## config.mk

```make
export PLATFORM = sky130hd
export DESIGN_NAME = centroid_update_unit_flat
export DESIGN_NICKNAME = d
export VERILOG_FILES = /design/src/rtl/kmeans_pkg.sv /design/src/rtl/centroid_update_unit_if.sv /design/src/rtl/kmeans_seq_div.sv /design/src/rtl/centroid_update_unit.sv /design/src/flat_wrapper.sv
export SDC_FILE = /design/constraint.sdc
export NUM_CORES = 2
export LEC_CHECK = 0
export CAP_MARGIN = 15
export CORE_MARGIN = 2
export CORE_UTILIZATION = 30
export DETAILED_ROUTE_END_ITERATION = 6
export SYNTH_ARGS = -nofsm -noshare
export SYNTH_HDL_FRONTEND = slang
export SYNTH_SLANG_ARGS = --single-unit
```

## constraint.sdc

```tcl
create_clock -name clk -period 20.8 [get_ports clk]
set_clock_uncertainty 0.1 [all_clocks]
set_input_delay 3.12 -clock clk [delete_from_list [all_inputs] [get_ports clk]]
set_output_delay 3.12 -clock clk [all_outputs]
set_load 0.01 [all_outputs]
```

## src/rtl/kmeans_pkg.sv

```systemverilog
// Shared defaults, FSM encoding and index-width helper for the k-means centroid update path.
package kmeans_pkg;

    localparam int K_DEF     = 8;
    localparam int D_DEF     = 4;
    localparam int W_DEF     = 8;
    localparam int CNT_W_DEF = 16;

    typedef enum logic [1:0] {
        S_ACCUM = 2'd0,
        S_DIV   = 2'd1,
        S_DONE  = 2'd2
    } state_t;

    // Index width that stays at least one bit for single-entry ranges.
    function automatic int f_idx_w(input int n);
        return (n > 1) ? $clog2(n) : 1;
    endfunction

endpackage

```

## src/rtl/centroid_update_unit_if.sv

```systemverilog
// Point/cluster stream, init load and centroid result bus of the centroid update unit.
// `converged` is present only when CENTROID_CONVERGE_EN is defined.
interface centroid_update_unit_if #(
    parameter int K = 8,
    parameter int D = 4,
    parameter int W = 8
);
    localparam int CLW = (K > 1) ? $clog2(K) : 1;

    logic                 init_we;
    logic [K*D*W-1:0]     init_centroid_flat;
    logic                 in_valid;
    logic                 in_ready;
    logic [D*W-1:0]       in_point_flat;
    logic [CLW-1:0]       in_cluster;
    logic                 in_last;
    logic [K*D*W-1:0]     centroid_flat;
    logic                 upd_valid;
    logic                 cnt_ovf;
`ifdef CENTROID_CONVERGE_EN
    logic                 converged;
`endif

    modport master (
        output init_we, init_centroid_flat, in_valid, in_point_flat, in_cluster, in_last,
`ifdef CENTROID_CONVERGE_EN
        input  converged,
`endif
        input  in_ready, centroid_flat, upd_valid, cnt_ovf
    );

    modport slave (
        input  init_we, init_centroid_flat, in_valid, in_point_flat, in_cluster, in_last,
`ifdef CENTROID_CONVERGE_EN
        output converged,
`endif
        output in_ready, centroid_flat, upd_valid, cnt_ovf
    );

endinterface

```

## src/rtl/kmeans_seq_div.sv

```systemverilog
// Unsigned restoring divider: one quotient bit per cycle, SUM_W iterations after the start cycle.
module kmeans_seq_div #(
    parameter int SUM_W = 24,
    parameter int CNT_W = 16
) (
    input  logic             clk,
    input  logic             rst,
    input  logic             i_start,
    input  logic [SUM_W-1:0] i_dividend,
    input  logic [CNT_W-1:0] i_divisor,
    output logic             o_busy,
    output logic             o_done,
    output logic [SUM_W-1:0] o_quot
);
    localparam int IT_W = $clog2(SUM_W + 1);

    logic [SUM_W-1:0] r_quot;
    logic [CNT_W-1:0] r_rem;
    logic [CNT_W-1:0] r_dvs;
    logic [IT_W-1:0]  r_iter;
    logic             r_busy;

    logic [CNT_W:0]   w_rem_sh;
    logic [CNT_W:0]   w_rem_sub;
    logic [CNT_W-1:0] w_rem_nxt;
    logic             w_ge;
    logic [SUM_W-1:0] w_quot_nxt;

    assign w_rem_sh   = {r_rem, r_quot[SUM_W-1]};
    assign w_ge       = (w_rem_sh >= {1'b0, r_dvs});
    assign w_rem_sub  = w_rem_sh - {1'b0, r_dvs};
    assign w_rem_nxt  = CNT_W'(w_ge ? w_rem_sub : w_rem_sh);
    assign w_quot_nxt = {r_quot[SUM_W-2:0], w_ge};

    // Final quotient is presented combinationally during the last iteration cycle.
    assign o_busy = r_busy;
    assign o_done = r_busy && (r_iter == IT_W'(1));
    assign o_quot = w_quot_nxt;

    always_ff @(posedge clk) begin
        if (rst) begin
            r_busy <= 1'b0;
            r_iter <= '0;
        end else if (i_start && !r_busy) begin
            r_busy <= 1'b1;
            r_iter <= IT_W'(SUM_W);
            r_quot <= i_dividend;
            r_rem  <= '0;
            r_dvs  <= i_divisor;
        end else if (r_busy) begin
            r_quot <= w_quot_nxt;
            r_rem  <= w_rem_nxt;
            r_iter <= r_iter - IT_W'(1);
            if (o_done) r_busy <= 1'b0;
        end
    end

endmodule

```

## src/rtl/centroid_update_unit.sv

```systemverilog
// Accumulates per-cluster sums/counts and divides them into new centroids at end of pass.
// Define CENTROID_CONVERGE_EN to add the `converged` flag on the bus.
module centroid_update_unit
    import kmeans_pkg::*;
#(
    parameter int K     = K_DEF,
    parameter int D     = D_DEF,
    parameter int W     = W_DEF,
    parameter int CNT_W = CNT_W_DEF
) (
    input  logic clk,
    input  logic rst,
    centroid_update_unit_if.slave bus
);
    localparam int SUM_W = W + CNT_W;
    localparam int CLW   = f_idx_w(K);
    localparam int DLW   = f_idx_w(D);
    localparam logic [CNT_W-1:0] CNT_MAX = '1;

    state_t                  r_state, w_state_nxt;
    logic signed [W-1:0]     r_cent [K][D];
    logic signed [SUM_W-1:0] r_sum  [K][D];
    logic [CNT_W-1:0]        r_cnt  [K];
    logic [CLW-1:0]          r_k;
    logic [DLW-1:0]          r_d;
    logic                    r_ovf;

    logic signed [W-1:0]     w_pt [D];
    logic [CLW-1:0]          w_cluster;
    logic signed [SUM_W-1:0] w_cur_sum;
    logic [SUM_W-1:0]        w_sum_u, w_abs_sum, w_div_quot;
    logic signed [W-1:0]     w_mean;
    logic w_last_k, w_last_d, w_elem_empty, w_div_start, w_div_busy, w_div_done, w_elem_adv;

    // Quotient of |sum| is truncated toward zero; reapply the sign of the sum.
    function automatic logic signed [W-1:0] f_signed_mean(input logic [SUM_W-1:0] quot,
                                                          input logic neg);
        logic [SUM_W-1:0] v;
        v = neg ? (~quot + SUM_W'(1)) : quot;
        return W'(v);
    endfunction

    always_comb begin
        for (int d = 0; d < D; d++) w_pt[d] = bus.in_point_flat[d*W +: W];
    end

    assign w_cluster    = bus.in_cluster;
    assign w_cur_sum    = r_sum[r_k][r_d];
    assign w_sum_u      = w_cur_sum;
    assign w_abs_sum    = w_cur_sum[SUM_W-1] ? (~w_sum_u + SUM_W'(1)) : w_sum_u;
    assign w_mean       = f_signed_mean(w_div_quot, w_cur_sum[SUM_W-1]);
    assign w_elem_empty = (r_cnt[r_k] == '0);
    assign w_last_k     = (r_k == CLW'(K - 1));
    assign w_last_d     = (r_d == DLW'(D - 1));

    kmeans_seq_div #(.SUM_W(SUM_W), .CNT_W(CNT_W)) u_div (
        .clk        (clk),
        .rst        (rst),
        .i_start    (w_div_start),
        .i_dividend (w_abs_sum),
        .i_divisor  (r_cnt[r_k]),
        .o_busy     (w_div_busy),
        .o_done     (w_div_done),
        .o_quot     (w_div_quot)
    );

    always_ff @(posedge clk) begin
        if (rst) r_state <= S_ACCUM;
        else     r_state <= w_state_nxt;
    end

    always_comb begin
        w_state_nxt = r_state;
        w_div_start = 1'b0;
        w_elem_adv  = 1'b0;
        case (r_state)
            S_ACCUM: if (bus.in_valid && bus.in_last && !bus.init_we) w_state_nxt = S_DIV;
            S_DIV: begin
                if (w_div_busy)        w_elem_adv  = w_div_done;
                else if (w_elem_empty) w_elem_adv  = 1'b1;
                else                   w_div_start = 1'b1;
                if (w_elem_adv && w_last_k && w_last_d) w_state_nxt = S_DONE;
            end
            S_DONE:  w_state_nxt = S_ACCUM;
            default: w_state_nxt = S_ACCUM;
        endcase
    end

    assign bus.in_ready  = (r_state == S_ACCUM);
    assign bus.upd_valid = (r_state == S_DONE);
    assign bus.cnt_ovf   = r_ovf;

    always_comb begin
        bus.centroid_flat = '0;
        for (int k = 0; k < K; k++)
            for (int d = 0; d < D; d++) bus.centroid_flat[(k*D+d)*W +: W] = r_cent[k][d];
    end

    always_ff @(posedge clk) begin
        if (rst) begin
            for (int k = 0; k < K; k++) begin
                r_cnt[k] <= '0;
                for (int d = 0; d < D; d++) begin
                    r_cent[k][d] <= '0;
                    r_sum[k][d]  <= '0;
                end
            end
            r_ovf <= 1'b0;
            r_k   <= '0;
            r_d   <= '0;
        end else begin
            case (r_state)
                S_ACCUM: begin
                    r_k <= '0;
                    r_d <= '0;
                    if (bus.init_we) begin
                        for (int k = 0; k < K; k++) begin
                            r_cnt[k] <= '0;
                            for (int d = 0; d < D; d++) begin
                                r_cent[k][d] <= bus.init_centroid_flat[(k*D+d)*W +: W];
                                r_sum[k][d]  <= '0;
                            end
                        end
                        r_ovf <= 1'b0;
                    end else if (bus.in_valid) begin
                        // A saturated cluster drops the whole pair so sum and count stay consistent.
                        if (r_cnt[w_cluster] == CNT_MAX) begin
                            r_ovf <= 1'b1;
                        end else begin
                            r_cnt[w_cluster] <= r_cnt[w_cluster] + CNT_W'(1);
                            for (int d = 0; d < D; d++)
                                r_sum[w_cluster][d] <= r_sum[w_cluster][d] + SUM_W'(w_pt[d]);
                        end
                    end
                end
                S_DIV: begin
                    if (w_div_done) r_cent[r_k][r_d] <= w_mean;
                    if (w_elem_adv) begin
                        if (w_last_d) begin
                            r_d <= '0;
                            r_k <= w_last_k ? '0 : r_k + CLW'(1);
                        end else begin
                            r_d <= r_d + DLW'(1);
                        end
                    end
                end
                S_DONE: begin
                    for (int k = 0; k < K; k++) begin
                        r_cnt[k] <= '0;
                        for (int d = 0; d < D; d++) r_sum[k][d] <= '0;
                    end
                    r_ovf <= 1'b0;
                end
                default: ;
            endcase
        end
    end

`ifdef CENTROID_CONVERGE_EN
    logic r_changed;
    logic r_conv;

    always_ff @(posedge clk) begin
        if (rst) begin
            r_changed <= 1'b0;
            r_conv    <= 1'b0;
        end else if (r_state == S_DONE) begin
            r_conv    <= !r_changed;
            r_changed <= 1'b0;
        end else if (r_state == S_DIV && w_div_done && (w_mean != r_cent[r_k][r_d])) begin
            r_changed <= 1'b1;
        end
    end

    assign bus.converged = r_conv;
`endif

endmodule

```

## src/flat_wrapper.sv

```systemverilog
// flat-port wrapper written by rule: the top's interface ports become plain ports
module centroid_update_unit_flat import kmeans_pkg::*;
#(
    parameter int K     = K_DEF,
    parameter int D     = D_DEF,
    parameter int W     = W_DEF,
    parameter int CNT_W = CNT_W_DEF
)
  (clk, rst, bus_init_we, bus_init_centroid_flat, bus_in_valid, bus_in_point_flat, bus_in_cluster, bus_in_last, bus_in_ready, bus_centroid_flat, bus_upd_valid, bus_cnt_ovf);
  centroid_update_unit_if #(.K(K), .D(D), .W(W)) bus_i ();
  input  logic clk;
  input  logic rst;
  input wire logic [$bits(bus_i.init_we)-1:0] bus_init_we;
  input wire logic [$bits(bus_i.init_centroid_flat)-1:0] bus_init_centroid_flat;
  input wire logic [$bits(bus_i.in_valid)-1:0] bus_in_valid;
  input wire logic [$bits(bus_i.in_point_flat)-1:0] bus_in_point_flat;
  input wire logic [$bits(bus_i.in_cluster)-1:0] bus_in_cluster;
  input wire logic [$bits(bus_i.in_last)-1:0] bus_in_last;
  output wire logic [$bits(bus_i.in_ready)-1:0] bus_in_ready;
  output wire logic [$bits(bus_i.centroid_flat)-1:0] bus_centroid_flat;
  output wire logic [$bits(bus_i.upd_valid)-1:0] bus_upd_valid;
  output wire logic [$bits(bus_i.cnt_ovf)-1:0] bus_cnt_ovf;
  assign bus_i.init_we = bus_init_we;
  assign bus_i.init_centroid_flat = bus_init_centroid_flat;
  assign bus_i.in_valid = bus_in_valid;
  assign bus_i.in_point_flat = bus_in_point_flat;
  assign bus_i.in_cluster = bus_in_cluster;
  assign bus_i.in_last = bus_in_last;
  assign bus_in_ready = bus_i.in_ready;
  assign bus_centroid_flat = bus_i.centroid_flat;
  assign bus_upd_valid = bus_i.upd_valid;
  assign bus_cnt_ovf = bus_i.cnt_ovf;
  centroid_update_unit #(.K(K), .D(D), .W(W), .CNT_W(CNT_W)) u_core (.clk(clk), .rst(rst), .bus(bus_i));
endmodule
```

After elaboration in Yosys (flattened, before gate mapping). Memories as Yosys holds them, arrays and structs flattened. A register that Yosys moved wholly into a read port is not among the register bits. Cells that the tools add are included.

Add/sub/neg operators: 11. $lt $le $gt $ge: 3. Equality and inequality tests: 12. Mux-type cells: 181. Bitwise gates (word level): 116. Reduce and logical (&&, ||, !) cells: 24.

Operators with widths (count): 24-bit two-way mux (69); 16-bit two-way mux (19); 8-bit two-way mux (34); 1-bit bitwise OR (112); 24-bit by 8-bit adder with 24-bit output (4); 32-bit two-way mux (3); 96-bit two-way mux (1); 96-bit OR reduction (1); 24-bit binary-select mux with 2-bit select (1); 1-bit two-way mux (32); 32-bit OR reduction (1); 3-bit two-way mux (10); 24-bit by 1-bit adder with 24-bit output, second input constant (1); 24-bit NOT (1); 17-bit by 16-bit greater-or-equal comparator with 1-bit output (1); 16-bit by 1-bit adder with 16-bit output, second input constant (1); 8-bit demux with 2-bit select (1); 16-bit equality test, second input constant (1); 16-bit logical NOT (1); 16-bit OR reduction (1); 16-bit subtractor (1); 5-bit two-way mux (2); 8-bit by 1-bit adder with 8-bit output, second input constant (1); 2-bit two-way mux (4); other kinds (26) (44).

Register bits after elaboration: 70. Memory bits (writable): 1152. Bits of input ports: 296. Logic and storage cells: 360. Memories: 3.

Memory list: u_core.r_sum (words 8, bits a word 96, rd ports 2, clocked after memory_dff 1, wr ports 8, RTL line centroid_update_unit.sv:22) `logic signed [SUM_W-1:0] r_sum [K][D];`; u_core.r_cent (words 8, bits a word 32, rd ports 8, clocked after memory_dff 0, wr ports 8, RTL line centroid_update_unit.sv:21) `logic signed [W-1:0] r_cent [K][D];`; u_core.r_cnt (words 8, bits a word 16, rd ports 2, clocked after memory_dff 1, wr ports 8, RTL line centroid_update_unit.sv:23) `logic [CNT_W-1:0] r_cnt [K];`.

Logic depth before layout (Yosys ltp). An unclocked memory read counts as a cell.

Depth in word-level cells: 10. Depth in mapped cells: 22. Depth with buffers taken out: 17.

By module. A second synthesis with hierarchy kept.

Cell total of the unflattened synthesis: 6180. Area total of the unflattened synthesis: 64074.0 µm².

Modules (own cells, without submodules): centroid_update_unit (instances 1, cells each 5830, area an instance 60490.5 µm², seq. area each 31209.9 µm²); kmeans_seq_div (instances 1, cells each 350, area an instance 3583.4 µm², seq. area each 1801.7 µm²).

Least setup slack after synthesis. Ideal clock, no wire load.

Path kind: input to register. From: in bus_in_cluster[1]. To: mem u_core.r_sum[1][0] (netlist name) (enable). Setup time: 0.907 ns. Arrival: 7.887 ns. Data required time: 19.793 ns. Path slack: 11.906 ns. Cell stages on the path: 19. Path buffers: 7. Cells stage by stage: buf_2 > buf_4 > buf_4 > buf_2 > buf_2 > nor3_2 > nand2_1 > o221ai_2 > ha_1 > inv_1 > a31o_2 > nor3b_1 > nand4b_2 > nand2_1 > inv_2 > nand2_1 > buf_4 > buf_2 > nand2_1.

RTL lines: from (decl) (RTL line flat_wrapper.sv:17) `input wire logic [$bits(bus_i.in_cluster)-1:0] bus_in_cluster;`; to (decl) (RTL line centroid_update_unit.sv:22).

==> report_table.html <==
<table>
<tr><th>Metric</th><th>Value</th></tr>
<tr><th colspan="2">Logic synthesis</th></tr>
<tr><td>Post-Synthesis Net Count</td><td>6607</td></tr>
<tr><td>Number of instances in the synthesized netlist</td><td>6187</td></tr>
<tr><td>FFs w/ async S/R, synth</td><td>0%</td></tr>
<tr><td>Synth warn</td><td>0</td></tr>
<tr><td>Top cell type by total area after synthesis</td><td>sky130_fd_sc_hd__edfxtp_1</td></tr>
<tr><td>Mapped Avg Cell Area</td><td>10.5 sq um</td></tr>
<tr><td>EDFF count, synth</td><td>848</td></tr>
<tr><td>Leading post-synthesis cells by cell area</td><td>sky130_fd_sc_hd__edfxtp_1 (39%), sky130_fd_sc_hd__dfxtp_1 (12%), sky130_fd_sc_hd__mux4_2 (5.8%)</td></tr>
<tr><td>Flop and latch count out of synthesis</td><td>1225</td></tr>
<tr><td>Most used flip-flop cell after synthesis</td><td>sky130_fd_sc_hd__edfxtp_1</td></tr>
<tr><td>Number of distinct library cells after synthesis</td><td>102</td></tr>
<tr><td>Portion of synthesized cell area occupied by the leading cell type</td><td>39.3%</td></tr>
<tr><td>Sequential element share of the synthesized area</td><td>50.9%</td></tr>
<tr><td>Mapped Area</td><td>0.0648 sq mm</td></tr>
<tr><th colspan="2">STA</th></tr>
<tr><td>Final max-slew violation count</td><td>0</td></tr>
<tr><td>Maximum clock rate</td><td>0.101 GHz</td></tr>
<tr><td>Hold Worst Slack</td><td>0.385 ns</td></tr>
<tr><td>Unrepaired setup endpoints after global routing</td><td>no</td></tr>
<tr><td>Setup tns final</td><td>0 ns</td></tr>
<tr><td>Part of the cycle the worst path needs</td><td>47.6%</td></tr>
<tr><td>Hold Fails Final Rpt</td><td>0</td></tr>
<tr><td>Transition time of the tightest slew-check pin</td><td>1.19 ns</td></tr>
<tr><td>Setup Viol. Count Final</td><td>0</td></tr>
<tr><td>Tmin final</td><td>9.91 ns</td></tr>
<tr><td>Worst slew slack as a fraction of its limit</td><td>18.2%</td></tr>
<tr><th colspan="2">Setup path</th></tr>
<tr><td>Kind of end point of the critical path</td><td>flop</td></tr>
<tr><td>Type of the worst setup path</td><td>in -&gt; reg</td></tr>
<tr><td>R2r endpoint</td><td>u_core.u_div.r_quot[16]</td></tr>
<tr><td>Reg2Reg Depth</td><td>11</td></tr>
<tr><td>Maximum fanout along the worst path</td><td>43</td></tr>
<tr><td>Endpoint of the worst setup timing path</td><td>u_core.r_sum[6][45]</td></tr>
<tr><td>Reg-to-reg slack, setup</td><td>14.20 ns</td></tr>
<tr><td>Arrival time reported for the critical path endpoint</td><td>10.44 ns</td></tr>
<tr><td>Data required time at the worst endpoint</td><td>21.33 ns</td></tr>
<tr><td>Source of the critical timing path</td><td>bus_in_cluster[0]</td></tr>
<tr><td>Element type at the critical path start</td><td>input port</td></tr>
<tr><th colspan="2">Finish</th></tr>
<tr><td>Synthesis-to-finish area growth</td><td>19.8%</td></tr>
<tr><td>Post-Route Utilization</td><td>36.2%</td></tr>
<tr><td>Number of nets in the layout</td><td>6923</td></tr>
<tr><td>Share of final-layout standard cells stronger than drive strength 1</td><td>10.2%</td></tr>
<tr><th colspan="2">Route</th></tr>
<tr><td>Post-route ant nets</td><td>0</td></tr>
<tr><td>Total detailed-routing wirelength</td><td>278 mm</td></tr>
<tr><td>Via count</td><td>56094</td></tr>
<tr><td>Mean routed wirelength per cell</td><td>29.3 microns</td></tr>
<tr><td>DRC</td><td>8</td></tr>
<tr><td>DRC marker count from the first detailed-route iteration</td><td>7839</td></tr>
<tr><td>Number of iterations in the first detailed-routing pass</td><td>7</td></tr>
<tr><td>Vias/cell</td><td>5.92</td></tr>
<tr><th colspan="2">CTS</th></tr>
<tr><td>Clock sink count</td><td>1225</td></tr>
<tr><td>Post-CTS Setup Repair Bufs</td><td>0</td></tr>
<tr><td>TritonCTS buffer count</td><td>143</td></tr>
<tr><td>Source-to-sink clock delay at the later pin of the worst-skew pair</td><td>0.82 ns</td></tr>
<tr><td>Root cell of the clock tree</td><td>sky130_fd_sc_hd__clkbuf_16</td></tr>
<tr><td>Maximum count of clock buffers along a single path</td><td>3</td></tr>
<tr><td>CTS clock-pin slew for the worst setup and hold paths</td><td>0.06 ns</td></tr>
<tr><td>Number of cells upsized or downsized after cts</td><td>0</td></tr>
<tr><td>Number of H-tree branching levels</td><td>4</td></tr>
<tr><td>TritonCTS clock tree</td><td>yes</td></tr>
<tr><td>Hold buffer count at cts</td><td>0</td></tr>
<tr><th colspan="2">Power and ir drop</th></tr>
<tr><td>Part of the total power dissipated in sequential elements</td><td>44.8%</td></tr>
<tr><td>Switching fraction of total power</td><td>27.6%</td></tr>
<tr><td>Combinational share of power</td><td>13.3%</td></tr>
<tr><td>IR drop worst, VDD</td><td>0.0803 mV</td></tr>
<tr><td>Sw Pwr</td><td>0.00173 W</td></tr>
<tr><td>Static leakage</td><td>27.3 nW</td></tr>
<tr><td>Cell Int Power</td><td>0.00453 W</td></tr>
<tr><td>Proportion of power drawn by the clock network</td><td>41.8%</td></tr>
<tr><td>Pwr Density</td><td>80.6 mW/mm^2</td></tr>
<tr><th colspan="2">Status</th></tr>
<tr><td>Outcome</td><td>finished with violations</td></tr>
<tr><td>Failing checks</td><td>DRC</td></tr>
<tr><th colspan="2">GRT</th></tr>
<tr><td>First-pass GRT wire length</td><td>389 mm</td></tr>
<tr><td>Number of global-route vias before repair</td><td>54087</td></tr>
<tr><td>Number of antenna violations at the first check in global routing</td><td>20</td></tr>
<tr><td>GR Overflow Total</td><td>0</td></tr>
<tr><td>Global Route Usage Sum</td><td>24.2%</td></tr>
<tr><td>Largest net degree at the start of global routing</td><td>168</td></tr>
<tr><th colspan="2">Place</th></tr>
<tr><td>Number of buffers inserted by port buffering</td><td>554</td></tr>
<tr><td>Final GP Congestion</td><td>0.940</td></tr>
<tr><td>DP HPWL</td><td>179 mm</td></tr>
<tr><th colspan="2">Job</th></tr>
<tr><td>Max-cap violations</td><td>0</td></tr>
<tr><th colspan="2">Min path</th></tr>
<tr><td>Path type of the worst min-delay path</td><td>reg -&gt; reg</td></tr>
<tr><th colspan="2">Die</th></tr>
<tr><td>Placeable core area</td><td>0.215 sq mm</td></tr>
<tr><td>Initial core utilization</td><td>30.2%</td></tr>
<tr><td>Overall die area</td><td>0.220 sq mm</td></tr>
<tr><td>Die Height</td><td>469 microns</td></tr>
<tr><td>DIE WIDTH</td><td>469 microns</td></tr>
<tr><td>Top-Level Pins</td><td>555</td></tr>
<tr><td>Row count</td><td>170</td></tr>
</table>
==> placed cells by master, fill, tap and decap left out, types with 32 or more instances in the layout <==
master,Yosys,routed
sky130_fd_sc_hd__xor2_1,72,70
sky130_fd_sc_hd__inv_1,78,77
sky130_fd_sc_hd__nor2b_1,33,32
sky130_fd_sc_hd__mux2_2,58,58
sky130_fd_sc_hd__nor2_1,774,767
sky130_fd_sc_hd__edfxtp_1,848,848
sky130_fd_sc_hd__o21ai_0,375,375
sky130_fd_sc_hd__a31oi_1,92,92
sky130_fd_sc_hd__a21o_1,42,42
sky130_fd_sc_hd__clkdlybuf4s50_1,0,552
sky130_fd_sc_hd__nand3_1,328,324
sky130_fd_sc_hd__dfxtp_1,377,374
sky130_fd_sc_hd__a21oi_1,345,344
sky130_fd_sc_hd__ha_1,119,119
sky130_fd_sc_hd__nor3_1,54,51
sky130_fd_sc_hd__nand2_1,635,627
sky130_fd_sc_hd__mux2i_1,168,167
sky130_fd_sc_hd__clkbuf_16,0,145
sky130_fd_sc_hd__buf_4,42,101
sky130_fd_sc_hd__xnor2_1,101,97
sky130_fd_sc_hd__nand4_1,140,140
sky130_fd_sc_hd__a22oi_1,431,431
sky130_fd_sc_hd__mux4_2,166,166
==> cell type report <==
cell class | instances | area [sq um]
Fill cell | 20942 | 137000
Sequential cell | 1225 | 33000
Multi-Input combinational cell | 4389 | 29500
Timing Repair Buffer | 660 | 6390
Clock buffer | 180 | 3910
Tap cell | 2838 | 3550
Clock inverter | 83 | 948
Inverter | 84 | 315
Antenna cell | 12 | 30.0
==> power by group through the flow <==
stage	sequential [W]	combinational [W]	clock, W
2_1_floorplan	0.00284	0.000423	0
3_3_place_gp	0.00285	0.000805	0
5_1_grt	0.00281	0.000881	0.00274
6_report	0.00281	0.000835	0.00262
3_5_place_dp	0.00285	0.000812	0
4_1_cts	0.00280	0.000816	0.00263
==> logic make-up after synthesis <==
logic type                 synth area share [%]
AOI/OAI and AO/OA                          14.5
buffers and inverters                      4.09
xor gates and xnor gates                   2.34
adders and majority gates                  2.45
and+or+nand+nor                            15.3
muxes                                      10.4
DFF                                        50.9
==> worst max-delay path, stage by stage <==
cell and delay (ns):
sky130_fd_sc_hd__clkdlybuf4s50_1 0.46, sky130_fd_sc_hd__buf_4 0.44, sky130_fd_sc_hd__clkinv_1 0.72, sky130_fd_sc_hd__nor3_2 0.35
sky130_fd_sc_hd__buf_4 0.53, sky130_fd_sc_hd__buf_4 0.80, sky130_fd_sc_hd__buf_4 0.55, sky130_fd_sc_hd__a22oi_1 0.16
sky130_fd_sc_hd__nand4_1 0.16, sky130_fd_sc_hd__ha_1 0.23, sky130_fd_sc_hd__o21ai_0 0.22, sky130_fd_sc_hd__o2bb2ai_1 0.20
sky130_fd_sc_hd__a311oi_1 0.48, sky130_fd_sc_hd__a311o_1 0.36, sky130_fd_sc_hd__nand2_1 0.13, sky130_fd_sc_hd__o211a_1 0.24
sky130_fd_sc_hd__a211oi_1 0.86, sky130_fd_sc_hd__or2_2 0.25, sky130_fd_sc_hd__a21oi_1 0.06
==> Yosys cell counts (12+ instances only) <==
cell / count
sky130_fd_sc_hd__buf_2: 138
sky130_fd_sc_hd__a21o_1: 42
sky130_fd_sc_hd__o21ai_0: 375
sky130_fd_sc_hd__mux2i_1: 168
sky130_fd_sc_hd__ha_1: 119
sky130_fd_sc_hd__nor3b_1: 18
sky130_fd_sc_hd__a22oi_1: 431
sky130_fd_sc_hd__and2_1: 30
sky130_fd_sc_hd__nor2_1: 774
sky130_fd_sc_hd__a211oi_1: 17
sky130_fd_sc_hd__o21bai_1: 12
sky130_fd_sc_hd__a31oi_1: 92
sky130_fd_sc_hd__mux4_2: 166
sky130_fd_sc_hd__nand3_1: 328
sky130_fd_sc_hd__o31ai_1: 16
sky130_fd_sc_hd__edfxtp_1: 848
sky130_fd_sc_hd__and3_1: 29
sky130_fd_sc_hd__nor4_1: 15
sky130_fd_sc_hd__nand4_1: 140
sky130_fd_sc_hd__mux2_2: 58
sky130_fd_sc_hd__buf_6: 14
sky130_fd_sc_hd__xor2_1: 72
sky130_fd_sc_hd__nand2_1: 635
sky130_fd_sc_hd__or2_2: 23
sky130_fd_sc_hd__nor3_1: 54
sky130_fd_sc_hd__nor2b_1: 33
sky130_fd_sc_hd__inv_1: 78
sky130_fd_sc_hd__o211ai_1: 16
sky130_fd_sc_hd__a21oi_1: 345
sky130_fd_sc_hd__dfxtp_1: 377
sky130_fd_sc_hd__xnor2_1: 101
sky130_fd_sc_hd__clkbuf_1: 283
sky130_fd_sc_hd__buf_4: 42
sky130_fd_sc_hd__o22ai_1: 14
sky130_fd_sc_hd__mux4_1: 24
sky130_fd_sc_hd__nand2b_1: 28
sky130_fd_sc_hd__a221oi_1: 23
==> worst min-delay path by stage <==
stage	startpoint	to	cells after the start
global route	u_core.r_sum[5][1]	u_core.r_sum[5][1]	2
floorplan	u_core.r_sum[7][24]	u_core.r_sum[7][24]	2
CTS	u_core.r_sum[7][43]	u_core.r_sum[7][43]	2
finish	u_core.r_sum[7][24]	u_core.r_sum[7][24]	2
global placement	u_core.r_sum[6][62]	u_core.r_sum[6][62]	2
detailed placement	u_core.r_sum[7][43]	u_core.r_sum[7][43]	2
==> metal layers <==
metal  GRT usage (%)  share of wire [%]
met5               0              0.026
met4            13.0                5.8
met3            5.91                 11
met2            40.2                 47
met1            28.9                 36
==> through the flow <==
stage	instance area (sq um)	setup WS [ns]	total power [W]	std cells
6_report	77700	10.89	0.00626	9471
5_1_grt	77700	10.50	0.00643	9465
4_1_cts	77700	11.15	0.00625	9459
3_5_place_dp	72800	10.31	0.00367	9196
3_3_place_gp	72800	10.39	0.00365	9196
2_1_floorplan	64800	11.91	0.00327	6187
==> state kept, by name, indices dropped and copies added, names as in the netlist, named ones only <==
signal and count:
u_core.r_cent 256, u_core.r_cnt 128, u_core.r_d 2, u_core.r_k 3, u_core.r_state 2, u_core.u_div.r_iter 5, u_core.bus.cnt_ovf 1, u_core.u_div.r_dvs 16
u_core.u_div.r_quot 24, u_core.u_div.r_rem 16, u_core.r_sum 768, u_core.u_div.o_busy 1
No activity file was read; power rests on OpenSTA's default activity.
